**config.mk**
```make
export PLATFORM = sky130hd
export DESIGN_NAME = aes_round_ops
export DESIGN_NICKNAME = d
export VERILOG_FILES = /design/src/rtl/aes_round_ops.sv
export SDC_FILE = /design/constraint.sdc
export NUM_CORES = 1
export LEC_CHECK = 0
export BUFFER_PORTS_ARGS = -buffer_cell sky130_fd_sc_hd__buf_2
export CORE_AREA = 2 2 353 355
export DETAILED_ROUTE_END_ITERATION = 7
export DIE_AREA = 0 0 355 357
export HOLD_SLACK_MARGIN = 0.02
export PLACE_DENSITY_LB_ADDON = 0.05
export REMOVE_ABC_BUFFERS = 1
export SLEW_MARGIN = 40
export SYNTH_ARGS = -nofsm -noshare
export SYNTH_HDL_FRONTEND = slang
export SYNTH_SLANG_ARGS = --single-unit
```
**constraint.sdc**
```tcl
create_clock -name clk -period 4.1 [get_ports clk]
set_input_delay 0.41 -clock clk [delete_from_list [all_inputs] [get_ports clk]]
set_output_delay 0.41 -clock clk [all_outputs]
set_load 0.03 [all_outputs]
```
**src/rtl/aes_round_ops.sv**
```systemverilog
// AES round primitives: AddRoundKey, ShiftRows and MixColumns as three independent
// single-cycle registered engines. Define AES_ROUND_INV_EN to add the inv port and inverse transforms.
module aes_round_ops (
  input  logic         clk,
  input  logic         rst,
`ifdef AES_ROUND_INV_EN
  input  logic         inv,
`endif
  input  logic         ark_en,
  input  logic [127:0] ark_state,
  input  logic [127:0] ark_key,
  output logic [127:0] ark_out,
  output logic         ark_done,
  input  logic         sr_en,
  input  logic [127:0] sr_in,
  output logic [127:0] sr_out,
  output logic         sr_done,
  input  logic         mc_en,
  input  logic [127:0] mc_in,
  output logic [127:0] mc_out,
  output logic         mc_done
);

  // GF(2^8) doubling with the AES reduction polynomial
  function automatic logic [7:0] xtime(input logic [7:0] b);
    return {b[6:0], 1'b0} ^ (b[7] ? 8'h1b : 8'h00);
  endfunction

  function automatic logic [31:0] mixColFwd(input logic [31:0] col);
    logic [7:0] s0, s1, s2, s3;
    logic [7:0] d0, d1, d2, d3;
    s0 = col[31:24];
    s1 = col[23:16];
    s2 = col[15:8];
    s3 = col[7:0];
    d0 = xtime(s0);
    d1 = xtime(s1);
    d2 = xtime(s2);
    d3 = xtime(s3);
    return {d0 ^ (d1 ^ s1) ^ s2 ^ s3,
            s0 ^ d1 ^ (d2 ^ s2) ^ s3,
            s0 ^ s1 ^ d2 ^ (d3 ^ s3),
            (d0 ^ s0) ^ s1 ^ s2 ^ d3};
  endfunction

  // Byte 4c+r of the result takes row r from column (c+r) mod 4
  function automatic logic [127:0] shiftRowsFwd(input logic [127:0] s);
    logic [127:0] r;
    r = '0;
    for (int c = 0; c < 4; c++) begin
      for (int row = 0; row < 4; row++) begin
        r[127-8*(4*c+row) -: 8] = s[127-8*(4*((c+row)%4)+row) -: 8];
      end
    end
    return r;
  endfunction

  function automatic logic [127:0] mixColumnsFwd(input logic [127:0] s);
    logic [127:0] r;
    r = '0;
    for (int c = 0; c < 4; c++) begin
      r[127-32*c -: 32] = mixColFwd(s[127-32*c -: 32]);
    end
    return r;
  endfunction

`ifdef AES_ROUND_INV_EN
  // Inverse matrix coefficients 09/0b/0d/0e built from shared doubling chains
  function automatic logic [31:0] mixColInv(input logic [31:0] col);
    logic [7:0] s [4];
    logic [7:0] m9 [4];
    logic [7:0] mb [4];
    logic [7:0] md [4];
    logic [7:0] me [4];
    logic [7:0] x2, x4, x8;
    s[0] = col[31:24];
    s[1] = col[23:16];
    s[2] = col[15:8];
    s[3] = col[7:0];
    for (int i = 0; i < 4; i++) begin
      x2    = xtime(s[i]);
      x4    = xtime(x2);
      x8    = xtime(x4);
      m9[i] = x8 ^ s[i];
      mb[i] = x8 ^ x2 ^ s[i];
      md[i] = x8 ^ x4 ^ s[i];
      me[i] = x8 ^ x4 ^ x2;
    end
    return {me[0] ^ mb[1] ^ md[2] ^ m9[3],
            m9[0] ^ me[1] ^ mb[2] ^ md[3],
            md[0] ^ m9[1] ^ me[2] ^ mb[3],
            mb[0] ^ md[1] ^ m9[2] ^ me[3]};
  endfunction

  function automatic logic [127:0] shiftRowsInv(input logic [127:0] s);
    logic [127:0] r;
    r = '0;
    for (int c = 0; c < 4; c++) begin
      for (int row = 0; row < 4; row++) begin
        r[127-8*(4*c+row) -: 8] = s[127-8*(4*((c-row+4)%4)+row) -: 8];
      end
    end
    return r;
  endfunction

  function automatic logic [127:0] mixColumnsInv(input logic [127:0] s);
    logic [127:0] r;
    r = '0;
    for (int c = 0; c < 4; c++) begin
      r[127-32*c -: 32] = mixColInv(s[127-32*c -: 32]);
    end
    return r;
  endfunction
`endif

  logic [127:0] arkOut_d, arkOut_q;
  logic [127:0] srOut_d, srOut_q;
  logic [127:0] mcOut_d, mcOut_q;
  logic         arkDone_q, srDone_q, mcDone_q;

  // Next results are pure combinational functions of the current inputs
  always_comb begin
    arkOut_d = ark_state ^ ark_key;
`ifdef AES_ROUND_INV_EN
    srOut_d  = inv ? shiftRowsInv(sr_in) : shiftRowsFwd(sr_in);
    mcOut_d  = inv ? mixColumnsInv(mc_in) : mixColumnsFwd(mc_in);
`else
    srOut_d  = shiftRowsFwd(sr_in);
    mcOut_d  = mixColumnsFwd(mc_in);
`endif
  end

  // Each engine captures on enable and holds its last result otherwise
  always_ff @(posedge clk) begin
    if (rst) begin
      arkOut_q  <= '0;
      arkDone_q <= 1'b0;
    end else begin
      arkDone_q <= ark_en;
      if (ark_en) arkOut_q <= arkOut_d;
    end
  end

  always_ff @(posedge clk) begin
    if (rst) begin
      srOut_q  <= '0;
      srDone_q <= 1'b0;
    end else begin
      srDone_q <= sr_en;
      if (sr_en) srOut_q <= srOut_d;
    end
  end

  always_ff @(posedge clk) begin
    if (rst) begin
      mcOut_q  <= '0;
      mcDone_q <= 1'b0;
    end else begin
      mcDone_q <= mc_en;
      if (mc_en) mcOut_q <= mcOut_d;
    end
  end

  assign ark_out  = arkOut_q;
  assign ark_done = arkDone_q;
  assign sr_out   = srOut_q;
  assign sr_done  = srDone_q;
  assign mc_out   = mcOut_q;
  assign mc_done  = mcDone_q;

endmodule

```
==> results.txt, run 1 <==
Run status -> finished, final reports clean
Area of the multi-input gates -> 10800 µm²
PwrDens -> 442 nW/µm²
Final Wtd Congestion -> 0.781
Fin Clk Skew -> 0 ns
CP Cell Sequence -> buf_8 > nand2b_4 > inv_2 > a22o_1
Die area -> 127000 µm²
Synth warn -> 0
Unrepaired setup endpoints after global routing -> no
Register bit total from synthesis -> 387
Root Driver -> clkbuf_16
PortBufs -> 903
Post-CTS Repair Setup Buffers -> 0
Largest net degree at the start of global routing -> 126
Final WL -> 92.2 mm
Relative slew slack -> 0.436
Area grow syn2layout -> 49.6%
CP max-delay cell -> nand2b_4
Hold Vio Cnt, Final -> 0
Synth Instances -> 1691
H-tree levels -> 2
Std cell rows -> 129
Avg Synthesized Cell Area -> 11.3 µm²
Fillers -> 13500
Vias in the first global route -> 17100
Path category of the worst min-delay check -> in2reg
Fin area -> 28500 µm²
Area fraction of the dominant cell type after synthesis -> 0.406
Cell Area, Synth -> 19100 µm²
Slew Viols, Final -> 0
Async SR Flop Fraction -> 0
Crit path from -> rst
Most frequent cells after synthesis -> dfxtp_1, nor2_1, xnor2_1, xnor3_1
Nature of the critical path startpoint -> primary input
Period utilisation layout -> 0.439
Synth area leaders -> dfxtp_1, xnor3_1, xnor2_1
Drt pass-1 iters -> 4
Core region area -> 123000 µm²
Leading area contributor after synthesis -> dfxtp_1
# nets final -> 3190
Crit path kind -> in2reg
Worst setup EP type -> flip-flop
Worst-path clk slew -> 0.06 ns
CTS Sinks -> 387
WP data required -> 4.60 ns
Sequential element share of the synthesized area -> 0.406
Max Cap Viol -> 0
Share of layout cells above drive strength 1 -> 0.372
Tot GR Track Use -> 0.138
Ports -> 904
Antenna violations before repair -> 42
Clock latency on the worst-skew pair -> 0.61 ns
CTS tree -> yes
Fin Setup TNS -> 0 ns
Synth Flop Type -> dfxtp_1
Clk buf depth -> 3
Resize count post-CTS -> 0
FMAX -> 555 MHz
Largest fanout on the critical path -> 66
Met2 GRT Util -> 0.247
Die height -> 357 µm
Count of cell types in the netlist -> 23
Worst vdd ir -> 0.000334 V
Family with the most delay on the worst path -> buffers and inverters
Busiest layer in global routing -> met2
Post-layout minimum cycle time -> 1.80 ns
Count leader, synth -> dfxtp_1
Setup violators final -> 0
Leak -> 13.8 nW
Vias per Instance -> 3.71
Worst slew pin tran -> 0.845 ns
Total global routing overflow -> 0
Critical path buffers and inverters -> 2
Cell Area, Placed -> 25300 µm²
Initial Util -> 0.155
# hold bufs at CTS -> 138
M1 GR Usage -> 0.155
Met3 Use GR -> 0.0458
Reg area -> 7750 µm²
Detailed Place HPWL -> 73.2 mm
Final core occ -> 0.232
Routed len/inst -> 21.1 µm
Number of synthesized flops with an enable pin -> 0
Die Width -> 355 µm
HP Start -> ark_state[84]
First-pass GRT wire length -> 127 mm
Arr. time, crit path -> 2.30 ns
ANT nets after route -> 0
Vias -> 16200
CTS buffer count -> 54
Worst flop-to-flop path startpoint -> ark_out[26]
DRC -> 0
Slowest stage delay, CP -> 0.66 ns
1st-iter DRT viols -> 475
## area by class of cell
cell class	count	area share
clock inverter	20	0.00776
tap	1637	0.0718
clock buffer	78	0.0548
multi-input combinational	1177	0.380
timing repair buffer	1052	0.213
antenna	14	0.00123
inverter	1	0.000132
sequential	387	0.271
## final timing paths
check,slack (ns),to,depth (start not counted)
setup reg to reg,3.36,ark_out[26],2
setup / recovery,2.30,mc_out[25],4
hold reg to reg,0.45,mc_out[121],2
hold / removal,0.09,ark_out[84],3
## through the flow
| stage | hold WS, ns | worst slack, ns | power [mW] | std cells |
|---|---|---|---|---|
| 2_1_floorplan | 0.482 | 0.787 | 6.38 | 1565 |
| 3_3_place_gp | 0.441 | 1.57 | 7.82 | 4115 |
| 3_5_place_dp | 0.441 | 1.56 | 7.81 | 4116 |
| 4_1_cts | 0.0204 | 2.25 | 12.9 | 4352 |
| 5_1_grt | 0.0505 | 2.20 | 13.3 | 4360 |
| 6_report | 0.0855 | 2.30 | 12.6 | 4366 |
## layer usage
metal	part of all wire	vias up	routed length [µm]
met4	0.029	18	2700
met5	0.0011	-	104
li1	-	7833	-
met2	0.51	550	47000
met3	0.076	143	6990
met1	0.38	7655	35400
## layout by cell type (no fill, tap or decap), types with 2 or more instances in the layout
| cell | Yosys | final |
|---|---|---|
| buf_2 | 24 | 899 |
| dfxtp_1 | 387 | 387 |
| nor2_1 | 257 | 256 |
| xnor2_1 | 179 | 179 |
| dlygate4sd3_1 | 0 | 138 |
| xnor3_1 | 133 | 133 |
| a211oi_1 | 128 | 128 |
| mux2i_1 | 128 | 128 |
| o22ai_1 | 93 | 93 |
| nand2b_1 | 94 | 93 |
| xor2_1 | 63 | 63 |
| clkbuf_16 | 0 | 55 |
| xor3_1 | 34 | 34 |
| diode_2 | 0 | 14 |
| nand2_1 | 14 | 14 |
| o21ai_1 | 14 | 14 |
| clkbuf_1 | 81 | 13 |
| clkinv_2 | 0 | 13 |
| a22o_1 | 12 | 12 |
| clkbuf_8 | 0 | 10 |
| nor3b_1 | 9 | 9 |
| a21o_1 | 9 | 9 |
| buf_4 | 0 | 6 |
| xnor2_2 | 4 | 4 |
| bufinv_16 | 0 | 4 |
| buf_12 | 0 | 4 |
| xor2_2 | 3 | 3 |
| nor2b_1 | 2 | 2 |
| buf_6 | 0 | 2 |
| buf_8 | 0 | 2 |
## logic make-up (layout without fill, tap and decap cells)
| kind of cell | Yosys count | count (layout) | share of synthesized area |
|---|---|---|---|
| AOI/OAI and AO/OA | 256 | 256 | 0.0936 |
| xor gates and xnor gates | 417 | 417 | 0.318 |
| buffers and inverters | 127 | 1151 | 0.0266 |
| DFF | 387 | 387 | 0.406 |
| muxes | 128 | 128 | 0.0672 |
| other | 0 | 14 | 0 |
| and+or+nand+nor | 376 | 376 | 0.0884 |
## flip-flops by register name (all words and copies together), names as in the netlist
| signal | cells |
|---|---|
| ark_done | 1 |
| ark_out | 128 |
| mc_done | 1 |
| mc_out | 128 |
| sr_done | 1 |
| sr_out | 128 |
## power breakdown
part	leakage (nW)	internal [mW]	switching [mW]
clock network	0.887	2.89	1.95
registers	3.20	4.12	0.182
logic	9.71	1.51	1.95
total	13.8	8.51	4.09
## worst register-to-register path, delay by kind of cell (launching register included)
| family | cells | cell delay, ns |
|---|---|---|
| compound gates | 1 | 0.25 |
| simple gates | 1 | 0.04 |
| flops | 1 | 0.34 |
(Power assumes the default switching activity.)
==> inputs of run 2 (changes only) <==
--- a/config.mk
+++ b/config.mk
@@ -6,9 +6,9 @@
 export NUM_CORES = 1
 export LEC_CHECK = 0
 export BUFFER_PORTS_ARGS = -buffer_cell sky130_fd_sc_hd__buf_2
-export CORE_AREA = 2 2 353 355
+export CORE_AREA = 2 2 352 354
 export DETAILED_ROUTE_END_ITERATION = 7
-export DIE_AREA = 0 0 355 357
+export DIE_AREA = 0 0 354 356
 export HOLD_SLACK_MARGIN = 0.02
 export PLACE_DENSITY_LB_ADDON = 0.05
 export REMOVE_ABC_BUFFERS = 1
==> constraint.sdc (replaced) <==
create_clock -name clk -period 1.6 [get_ports clk]
set_input_delay 0.16 -clock clk [delete_from_list [all_inputs] [get_ports clk]]
set_output_delay 0.16 -clock clk [all_outputs]
set_load 0.03 [all_outputs]
==> run 2 against run 1 <==
- clock skew unchanged
- clock power rose to 2.6 times the previous value
- worst setup slack lost 2.3 ns
- global-route usage up 0.22 points
- die area decreased by 0.56%
- via count is 8.6% higher
- register-to-register slack lost 2.9 ns
- design area rose by 13%
- critical endpoint is now mc_out[114]
- largest cell class unchanged
==> results.txt, run 2 (synthesis gave the netlist of run 1 again) <==
Tot GR Track Use -> 0.141
Slowest stage delay, CP -> 0.66 ns
Worst flop-to-flop path startpoint -> sr_out[13]
CTS Sinks -> 387
CTS buffer count -> 53
Family with the most delay on the worst path -> buffers and inverters
Drt pass-1 iters -> 4
Clock latency on the worst-skew pair -> 0.61 ns
Vias per Instance -> 3.72
Post-CTS Repair Setup Buffers -> 0
Vias in the first global route -> 18900
Max Cap Viol -> 0
Std cell rows -> 129
Worst slew pin tran -> 0.575 ns
Post-layout minimum cycle time -> 1.60 ns
DRC -> 0
Detailed Place HPWL -> 73.2 mm
FMAX -> 625 MHz
Worst vdd ir -> 0.000643 V
Final worst setup slack -> 0.00103 ns
Unrepaired setup endpoints after global routing -> no
ANT nets after route -> 0
CP Cell Sequence -> dlygate4sd3_1 > xor2_2 > buf_4 > xnor3_1 > dlygate4sd3_1 > o22ai_1
Area grow syn2layout -> 69.6%
Slew Viols, Final -> 0
Largest net degree at the start of global routing -> 92
Core region area -> 123000 µm²
Antenna violations before repair -> 11
CP max-delay cell -> dlygate4sd3_1
Critical path buffers and inverters -> 3
Clk buf depth -> 3
Pre-CTS worst setup slack -> 0.0757 ns
H-tree levels -> 2
Period utilisation layout -> 0.999
Routed len/inst -> 19.6 µm
Most common cell on crit path -> dlygate4sd3_1
Arr. time, crit path -> 2.17 ns
R2r setup slk -> 0.43 ns
Reg-to-reg critical path endpoint -> sr_out[13]
Final Non-Filler Cells -> 4732
R2R depth -> 3
Die height -> 356 µm
CTS tree -> yes
Worst setup EP type -> flip-flop
PortBufs -> 903
Leak -> 15.5 nW
Path category of the worst min-delay check -> in2reg
Ports -> 904
Fin Clk Skew -> 0 ns
Setup violators final -> 0
Hold Path Sink -> mc_out[8]
WP data required -> 2.17 ns
Most frequent cells in the layout -> buf_2, dlygate4sd3_1, dfxtp_1
# nets final -> 3566
Hold Vio Cnt, Final -> 0
Die area -> 126000 µm²
Run status -> finished, final reports clean
PwrDens -> 1040 nW/µm²
Commonest non-fill, non-tap cell in the layout -> buf_2
Die Width -> 354 µm
Initial Util -> 0.155
Crit path kind -> in2reg
HP Start -> mc_in[16]
Relative slew slack -> 0.617
1st-iter DRT viols -> 619
Placed cell count -> 4173
Hold path cells -> 3
Final Wtd Congestion -> 0.789
First-pass GRT wire length -> 131 mm
Share of layout cells above drive strength 1 -> 0.346
Nature of the critical path startpoint -> primary input
Root Driver -> clkbuf_16
Vias -> 17600
Total global routing overflow -> 0
Final WL -> 92.8 mm
Worst-path clk slew -> 0.06 ns
Largest fanout on the critical path -> 3
[run 2: worst max-delay path by stage]
stage,start,end,cells after the start
6_report,mc_in[98],mc_out[114],6
5_1_grt,mc_in[106],mc_out[114],7
4_1_cts,mc_out[76],mc_out[76],1
3_5_place_dp,mc_in[25],mc_out[1],4
3_3_place_gp,mc_in[25],mc_out[9],4
2_1_floorplan,rst,mc_out[100],3
[run 2: cell type report]
| class | instances | area, µm² |
|---|---|---|
| Fill cell | 13200 | 90300 |
| Tap cell | 1637 | 2050 |
| Inverter | 1 | 3.75 |
| Timing Repair Buffer | 1429 | 9830 |
| Clock inverter | 18 | 273 |
| Sequential cell | 387 | 7750 |
| Clock buffer | 79 | 1600 |
| Multi-Input combinational cell | 1177 | 10800 |
| Antenna cell | 4 | 10.0 |
[run 2: timing repair]
action,CTS,global route
resized for setup,0,3
endpoints found under the hold margin,334,0
endpoints found under the setup margin,0,1
hold buffers,459,0
[run 2: per-layer routing]
| layer | track usage | vias up | part of all wire |
|---|---|---|---|
| li1 | - | 8565 | - |
| met1 | 0.157 | 8353 | 0.39 |
| met2 | 0.254 | 548 | 0.51 |
| met3 | 0.0407 | 126 | 0.066 |
| met4 | 0.0487 | 6 | 0.034 |
| met5 | 0 | - | 0.00033 |
[run 2: power by group]
group          internal [mW]  switching (mW)  leakage, nW
clock network           7.84            4.96        0.922
logic                   4.75            5.16         11.4
registers               10.5           0.496         3.20
[run 2: worst register-to-register path, cell delays in order (launching register included)]
cell and delay (ns):
dfxtp_1 0.32, mux2i_1 0.12, dlygate4sd3_1 0.56, nor2_1 0.04
[run 2: through the flow]
stage,hold slack (ns),setup TNS (ns),cell area (µm²),util,power [mW]
floorplan,0.232,-120.26,18600,-,16.4
global placement,0.397,0,25900,0.211,20.2
detailed placement,0.401,0,25900,0.211,20.2
CTS,0.0218,0,32300,0.264,34.7
global route,0.0428,0,32300,0.264,35.5
finish,0.0765,0,32400,0.264,33.8
==> inputs of run 3 (changes only) <==
--- a/config.mk
+++ b/config.mk
@@ -5,7 +5,7 @@
 export SDC_FILE = /design/constraint.sdc
 export NUM_CORES = 1
 export LEC_CHECK = 0
-export BUFFER_PORTS_ARGS = -buffer_cell sky130_fd_sc_hd__buf_2
+export BUFFER_PORTS_ARGS = -buffer_cell sky130_fd_sc_hd__buf_4
 export CORE_AREA = 2 2 352 354
 export DETAILED_ROUTE_END_ITERATION = 7
 export DIE_AREA = 0 0 354 356
==> run 3 against run 2 <==
- register-to-register slack got worse by 0.02 ns
- worst setup slack barely moved
- clock power shrank 8%
- sequential share of layout area is 1.7 points lower
- combinational power is 10% higher
- maximum frequency barely moved
- critical endpoint is now mc_out[85]
==> results.txt, run 3 (synthesis gave the netlist of run 1 again) <==
CP Cell Sequence -> dlygate4sd3_1 > buf_4 > xnor3_1 > dlygate4sd3_1 > xor2_1 > o22ai_1
Largest net degree at the start of global routing -> 61
CTS buffer count -> 53
Total global routing overflow -> 0
Final Non-Filler Cells -> 4768
Post-CTS Repair Setup Buffers -> 0
Initial Util -> 0.155
Commonest non-fill, non-tap cell in the layout -> buf_4
Area grow syn2layout -> 82.9%
Setup violators final -> 0
Pre-CTS worst setup slack -> 0.178 ns
Cell Area, Placed -> 28200 µm²
FMAX -> 625 MHz
Most common cell on crit path -> dlygate4sd3_1
Worst vdd ir -> 0.000691 V
Crit path kind -> in2reg
Relative slew slack -> 0.638
Clk buf depth -> 3
Nature of the critical path startpoint -> primary input
H-tree levels -> 2
Period utilisation layout -> 0.999
Reg area -> 7750 µm²
Root Driver -> clkbuf_16
Critical path buffers and inverters -> 3
Worst-path clk slew -> 0.06 ns
1st-iter DRT viols -> 573
Share of layout cells above drive strength 1 -> 0.341
Die Width -> 354 µm
Post-layout minimum cycle time -> 1.60 ns
Family with the most delay on the worst path -> buffers and inverters
Vias per Instance -> 3.70
Hold WS -> 0.0778 ns
Ports -> 904
Placed cell count -> 4178
Fin Setup TNS -> 0 ns
Std cell rows -> 129
Worst setup EP type -> flip-flop
Leak -> 16.1 nW
Antenna violations before repair -> 2
Hold Vio Cnt, Final -> 0
Final Wtd Congestion -> 0.790
Fin area -> 34900 µm²
Detailed Place HPWL -> 74.9 mm
Final WL -> 94.2 mm
Drt pass-1 iters -> 4
Vias in the first global route -> 19200
Clock latency on the worst-skew pair -> 0.60 ns
Core region area -> 123000 µm²
Fillers -> 13000
Tot GR Track Use -> 0.144
ANT nets after route -> 0
DRC -> 0
PortBufs -> 903
# nets final -> 3609
Die height -> 356 µm
Worst slew pin tran -> 0.539 ns
Final worst setup slack -> 0.000873 ns
Run status -> finished, final reports clean
Slew Viols, Final -> 0
Max Cap Viol -> 0
Die area -> 126000 µm²
Slowest stage delay, CP -> 0.59 ns
Fin Clk Skew -> 0 ns
Vias -> 17600
Routed len/inst -> 19.8 µm
CTS Sinks -> 387
First-pass GRT wire length -> 133 mm
Area of the multi-input gates -> 10800 µm²
PwrDens -> 968 nW/µm²
Path category of the worst min-delay check -> in2reg
CP max-delay cell -> dlygate4sd3_1
Largest fanout on the critical path -> 3
Arr. time, crit path -> 2.11 ns
Most frequent cells in the layout -> buf_4, dlygate4sd3_1, dfxtp_1
WP data required -> 2.11 ns
CTS tree -> yes
Unrepaired setup endpoints after global routing -> no
==> run 3: worst register-to-register path, cell delays in order, from the launching register on <==
cell	delay [ns]
dfxtp_1	0.32
mux2i_1	0.14
dlygate4sd3_1	0.58
nor2_1	0.04
==> run 3: where the power goes <==
| part | leakage [nW] | total [mW] | internal (mW) | switching, mW |
|---|---|---|---|---|
| Sequential | 3.20 | 11.1 | 10.5 | 0.555 |
| Combinational | 12.1 | 10.9 | 5.70 | 5.18 |
| Clock | 0.828 | 11.8 | 6.86 | 4.90 |
==> run 3: path summary, 6_finish.rpt <==
path | slack, ns | startpoint | endpoint | depth (start not counted)
max | 0.0009 | mc_in[77] | mc_out[85] | 6
min | 0.08 | mc_in[126] | mc_out[102] | 4
max reg2reg | 0.41 | sr_out[89] | sr_out[89] | 3
min reg2reg | 0.45 | mc_out[17] | mc_out[17] | 2
==> run 3: final cells by class <==
type,instances,share of cell area
diodes,2,0.000143
clock buffers,76,0.0434
clock inverters,16,0.00466
inverters,1,0.000108
multi-input cells,1177,0.311
flip-flops and latches,387,0.222
well taps,1637,0.0587
repair buffers,1472,0.360
==> run 3: what timing repair did <==
action / 4_1_cts / 5_1_grt
hold endpoints to repair: 356 / 0
setup endpoints to repair: 0 / 1
hold buffers: 496 / 0
resized for setup: 0 / 1
==> run 3: per-stage QoR <==
step            util  total power [mW]
2_1_floorplan      -              16.4
3_3_place_gp   0.230              21.2
3_5_place_dp   0.230              21.1
4_1_cts        0.284              34.7
5_1_grt        0.284              35.6
6_report       0.284              33.8
==> run 3: layer usage <==
layer	track usage	routed length, µm	vias up
met5	0	13	-
met4	0.0398	2410	2
met3	0.0429	6530	105
met2	0.264	49100	556
met1	0.159	36100	8340
li1	-	-	8641
